===== src/rtl/word_handshake_buffer.sv =====
// Ready/valid FIFO of DEPTH words: a push shows on output_data the cycle after its edge, one word per cycle sustained.
// Backpressure: input_ready drops only at full. Flags come from the registered count, so no ready/valid comb paths.
module word_handshake_buffer #(
   parameter int WORD_WIDTH  = 8,
   parameter int DEPTH       = 4,
   parameter int COUNT_WIDTH = $clog2(DEPTH + 1)
) (
   input  logic                   clock,
   input  logic                   clear,
   input  logic                   input_valid,
   output logic                   input_ready,
   input  logic [WORD_WIDTH-1:0]  input_data,
   output logic                   output_valid,
   input  logic                   output_ready,
   output logic [WORD_WIDTH-1:0]  output_data,
   output logic [COUNT_WIDTH-1:0] item_count
);

   localparam int PTR_WIDTH = $clog2(DEPTH);
   localparam logic [PTR_WIDTH-1:0]   LAST_PTR  = PTR_WIDTH'(DEPTH - 1);
   localparam logic [COUNT_WIDTH-1:0] FULL_CNT  = COUNT_WIDTH'(DEPTH);
   localparam logic [COUNT_WIDTH-1:0] CNT_ONE   = COUNT_WIDTH'(1);
   localparam logic [PTR_WIDTH-1:0]   PTR_ONE   = PTR_WIDTH'(1);

   logic [WORD_WIDTH-1:0]  mem_q [DEPTH];
   logic [PTR_WIDTH-1:0]   wr_ptr_q, wr_ptr_d;
   logic [PTR_WIDTH-1:0]   rd_ptr_q, rd_ptr_d;
   logic [COUNT_WIDTH-1:0] count_q, count_d;
   logic                   push, pop;

   assign input_ready  = (count_q != FULL_CNT);
   assign output_valid = (count_q != '0);
   assign item_count   = count_q;
   // Masked so a cleared buffer shows zero without having to wipe the memory.
   assign output_data  = output_valid ? mem_q[rd_ptr_q] : '0;

   assign push = input_valid && input_ready;
   assign pop  = output_valid && output_ready;

   always_comb begin
      wr_ptr_d = wr_ptr_q;
      rd_ptr_d = rd_ptr_q;
      count_d  = count_q;
      if (push) begin
         wr_ptr_d = (wr_ptr_q == LAST_PTR) ? '0 : wr_ptr_q + PTR_ONE;
      end
      if (pop) begin
         rd_ptr_d = (rd_ptr_q == LAST_PTR) ? '0 : rd_ptr_q + PTR_ONE;
      end
      case ({push, pop})
         2'b10:   count_d = count_q + CNT_ONE;
         2'b01:   count_d = count_q - CNT_ONE;
         default: count_d = count_q;
      endcase
   end

   always_ff @(posedge clock) begin
      if (clear) begin
         wr_ptr_q <= '0;
         rd_ptr_q <= '0;
         count_q  <= '0;
      end else begin
         wr_ptr_q <= wr_ptr_d;
         rd_ptr_q <= rd_ptr_d;
         count_q  <= count_d;
      end
   end

   always_ff @(posedge clock) begin
      if (push && !clear) begin
         mem_q[wr_ptr_q] <= input_data;
      end
   end

endmodule


===== config.mk =====
export PLATFORM = sky130hd
export DESIGN_NAME = word_handshake_buffer
export DESIGN_NICKNAME = d
export VERILOG_FILES = /design/src/rtl/word_handshake_buffer.sv
export SDC_FILE = /design/constraint.sdc
export NUM_CORES = 1
export LEC_CHECK = 0
export ABC_AREA = 1
export BUFFER_PORTS_ARGS = -buffer_cell sky130_fd_sc_hd__buf_2
export CORE_MARGIN = 4
export CORE_UTILIZATION = 34
export DETAILED_ROUTE_END_ITERATION = 10
export MAX_ROUTING_LAYER = met4
export PLACE_DENSITY_LB_ADDON = 0.05
export SETUP_SLACK_MARGIN = 0.2
export SYNTH_ARGS = -nofsm -noshare
export SYNTH_HDL_FRONTEND = slang
export SYNTH_SLANG_ARGS = --single-unit

===== constraint.sdc =====
create_clock -name clock -period 1.9 [get_ports clock]
set_input_delay 0.095 -clock clock [delete_from_list [all_inputs] [get_ports clock]]
set_output_delay 0.095 -clock clock [all_outputs]
set_load 0.1 [all_outputs]

==> run summary <==
GR Overflow Total - 0
worst hold stages - 1
Hold Vio Cnt, Final - 0
top post-synthesis cells by area - edfxtp_1 53%, dfxtp_1 10%, nand2_1 9.1%
layout cells sized above 1 - 0.340
buffers from clock root to sink, at most - 2
routed len/inst - 13.1 um
fin crit share - 0.868
Syn-to-layout area delta - 35.8%
nets - 230
CTS Hold Bufs - 0
reg-to-reg endpoint - item_count[2]
critical path class - reg2reg
HPWL Detailed - 2630 um
reg2reg start - item_count[0]
I/O pin total - 25
Sink Count - 41
DR vias/cell - 4.46
Tmin final - 1.65 ns
initial antenna violation count - 0
number of global-route vias before repair - 1,207
first-pass GRT wire length - 5910 um
Worst Hold Margin - 0.0133 ns
Synth Register Bits - 41
clk root buf - clkbuf_8
RSZ-0062 raised after global routing - yes
post-route ant nets - 0
Inserted Diodes - 0
Reg2Reg Depth - 12
Syn Area/Cell - 10.4 um2
GPL Wtd Cong - 0.747
Yosys top cell by area - edfxtp_1
total number of vias - 1,259
Post-Route WL - 3690 um
worst hold path endpoint - mem_q[1][6]
Placeable Area - 0.00514 mm2
CTS tree - done
post-synth net total - 193
Num CTS Buffers - 5
row count - 26
Starting Density - 0.351
fin. max-slew vios - 0
Slew headroom - 0.674
Worst Setup Slack, final - 0.251 ns
Synth cell types - 18
placed insts - 269
Non-Filler Instances - 282
Worst Setup End Kind - flop
HP Class - in2reg
WP data arrival - 1.84 ns
Seq/Total Area, Yosys - 0.632
slew of the pin with the lowest slew margin - 0.493 ns
Port Buffers - 24
largest net degree at the start of global routing - 18
Worst Path Max Fanout - 3
Critical Path Start Type - flop
Worst Skew - 0.00758 ns
drt drc - 0
required time worst endpoint - 2.09 ns
Clk pin slew, worst setup/hold paths - 0.08 ns
gr usage total - 0.128
area of the die - 0.00654 mm2
DRT Pass-1 Iters - 4
CTS HTree Levels - 2
Yosys top cell area share - 0.532
Fin Setup TNS - 0 ns
Placement Setup Slack - 0.196 ns
Skew-Pair Late Insertion Delay - 0.29 ns
Worst Min Path Start - input_data[6]
Reg2Reg Setup Slack - 0.25 ns
synthesized area - 0.00181 mm2
number of max-cap violations - 0
Post-Synthesis Cells - 174
Setup-failing EPs final - 0
Synth Warn # - 0
Iter 0 DRT Violations - 53
die width - 80.9 um
status - finished clean
Max Fclk - 0.606 GHz
Die Ht - 80.9 um
## layout by cell type (no fill, tap or decap), types with 2 or more instances in the layout
cell | Yosys | layout
nor2_1 | 28 | 23
dfxtp_4 | 0 | 3
nand3b_1 | 2 | 2
inv_1 | 18 | 14
inv_2 | 0 | 2
clkbuf_8 | 0 | 5
nand2_1 | 44 | 40
o21ai_1 | 2 | 7
buf_2 | 0 | 16
dfxtp_1 | 9 | 6
nand2_8 | 0 | 2
nor2_4 | 0 | 2
ha_1 | 6 | 5
a21oi_1 | 12 | 3
buf_4 | 0 | 7
buf_6 | 3 | 2
nand3_1 | 2 | 2
buf_12 | 1 | 9
edfxtp_1 | 32 | 32
o21ai_0 | 8 | 3
clkinv_1 | 0 | 2
nor2_2 | 2 | 5
a21oi_4 | 0 | 8
nand2_2 | 2 | 3
## flip-flops by register name, indices dropped and copies added, names as in the netlist, named ones only
register	cells
wr_ptr_q	2
mem_q	32
rd_ptr_q	2
item_count	3
## critical path: stages (launching register included)
cell and delay, ns:
dfxtp_4 0.36, nor2_4 0.23, nand2_8 0.07, nand2_4 0.09, ha_4 0.13, inv_2 0.04, fa_2 0.33, inv_1 0.06
nand2_1 0.06, nand3_1 0.06, nand2_1 0.06, inv_1 0.05, nor2_1 0.03
## routing by layer
metal	wire length, um	GRT usage
met1	1560	0.138
met2	1910	0.217
met3	136	0.0344
met4	83	0.0625
met5	0	-
## worst max-delay path by stage
| stage | from | end | slack, ns | cells past startpoint |
|---|---|---|---|---|
| CTS | item_count[1] | item_count[2] | 0.21 | 12 |
| finish | item_count[0] | item_count[2] | 0.25 | 12 |
| floorplan | item_count[0] | item_count[2] | -0.02 | 12 |
| global route | item_count[0] | item_count[1] | 0.17 | 8 |
| global placement | item_count[0] | item_count[2] | 0.26 | 12 |
| detailed placement | item_count[0] | item_count[2] | 0.20 | 12 |
## logic make-up after synthesis
kind of cell    synth area share
compound gates            0.0610
buf+inv                   0.0735
fa+ha+maj                 0.0527
simple gates               0.181
flops                      0.632
## metrics by stage
stage	cell area, um2	util
after CTS	2420	0.471
after detailed placement	2300	0.448
after floorplan	1990	-
final	2450	0.477
after global placement	2300	0.448
after global routing	2450	0.477
## Yosys cell counts
master    count
nor2_1       28
nand4_1       1
fa_1          1
nand3_1       2
buf_6         3
ha_1          6
edfxtp_1     32
dfxtp_1       9
nor2_2        2
nand2_2       2
buf_12        1
inv_1        18
nand3b_1      2
nand2_1      44
o21ai_0       8
inv_8         1
o21ai_1       2
a21oi_1      12
## final cells by class
cell class	instances	area, um2
clock buffer	5	68.8
clock inverter	3	12.5
fill	497	2690
inverter	19	90.1
multi-input combinational	110	706
sequential	41	1150
tap	70	87.6
timing repair buffer	34	335
## what timing repair did
| item | in CTS | in global routing |
|---|---|---|
| resized for setup | 1 | 9 |
| pin swaps | 2 | 4 |
| endpoints found under the hold margin | 0 | 0 |
| buffers inserted | 3 | 2 |
| endpoints found under the setup margin | 3 | 10 |
Power is not shown: default switching activity piles up to over one toggle a cycle in this logic, so the estimate is an artifact.
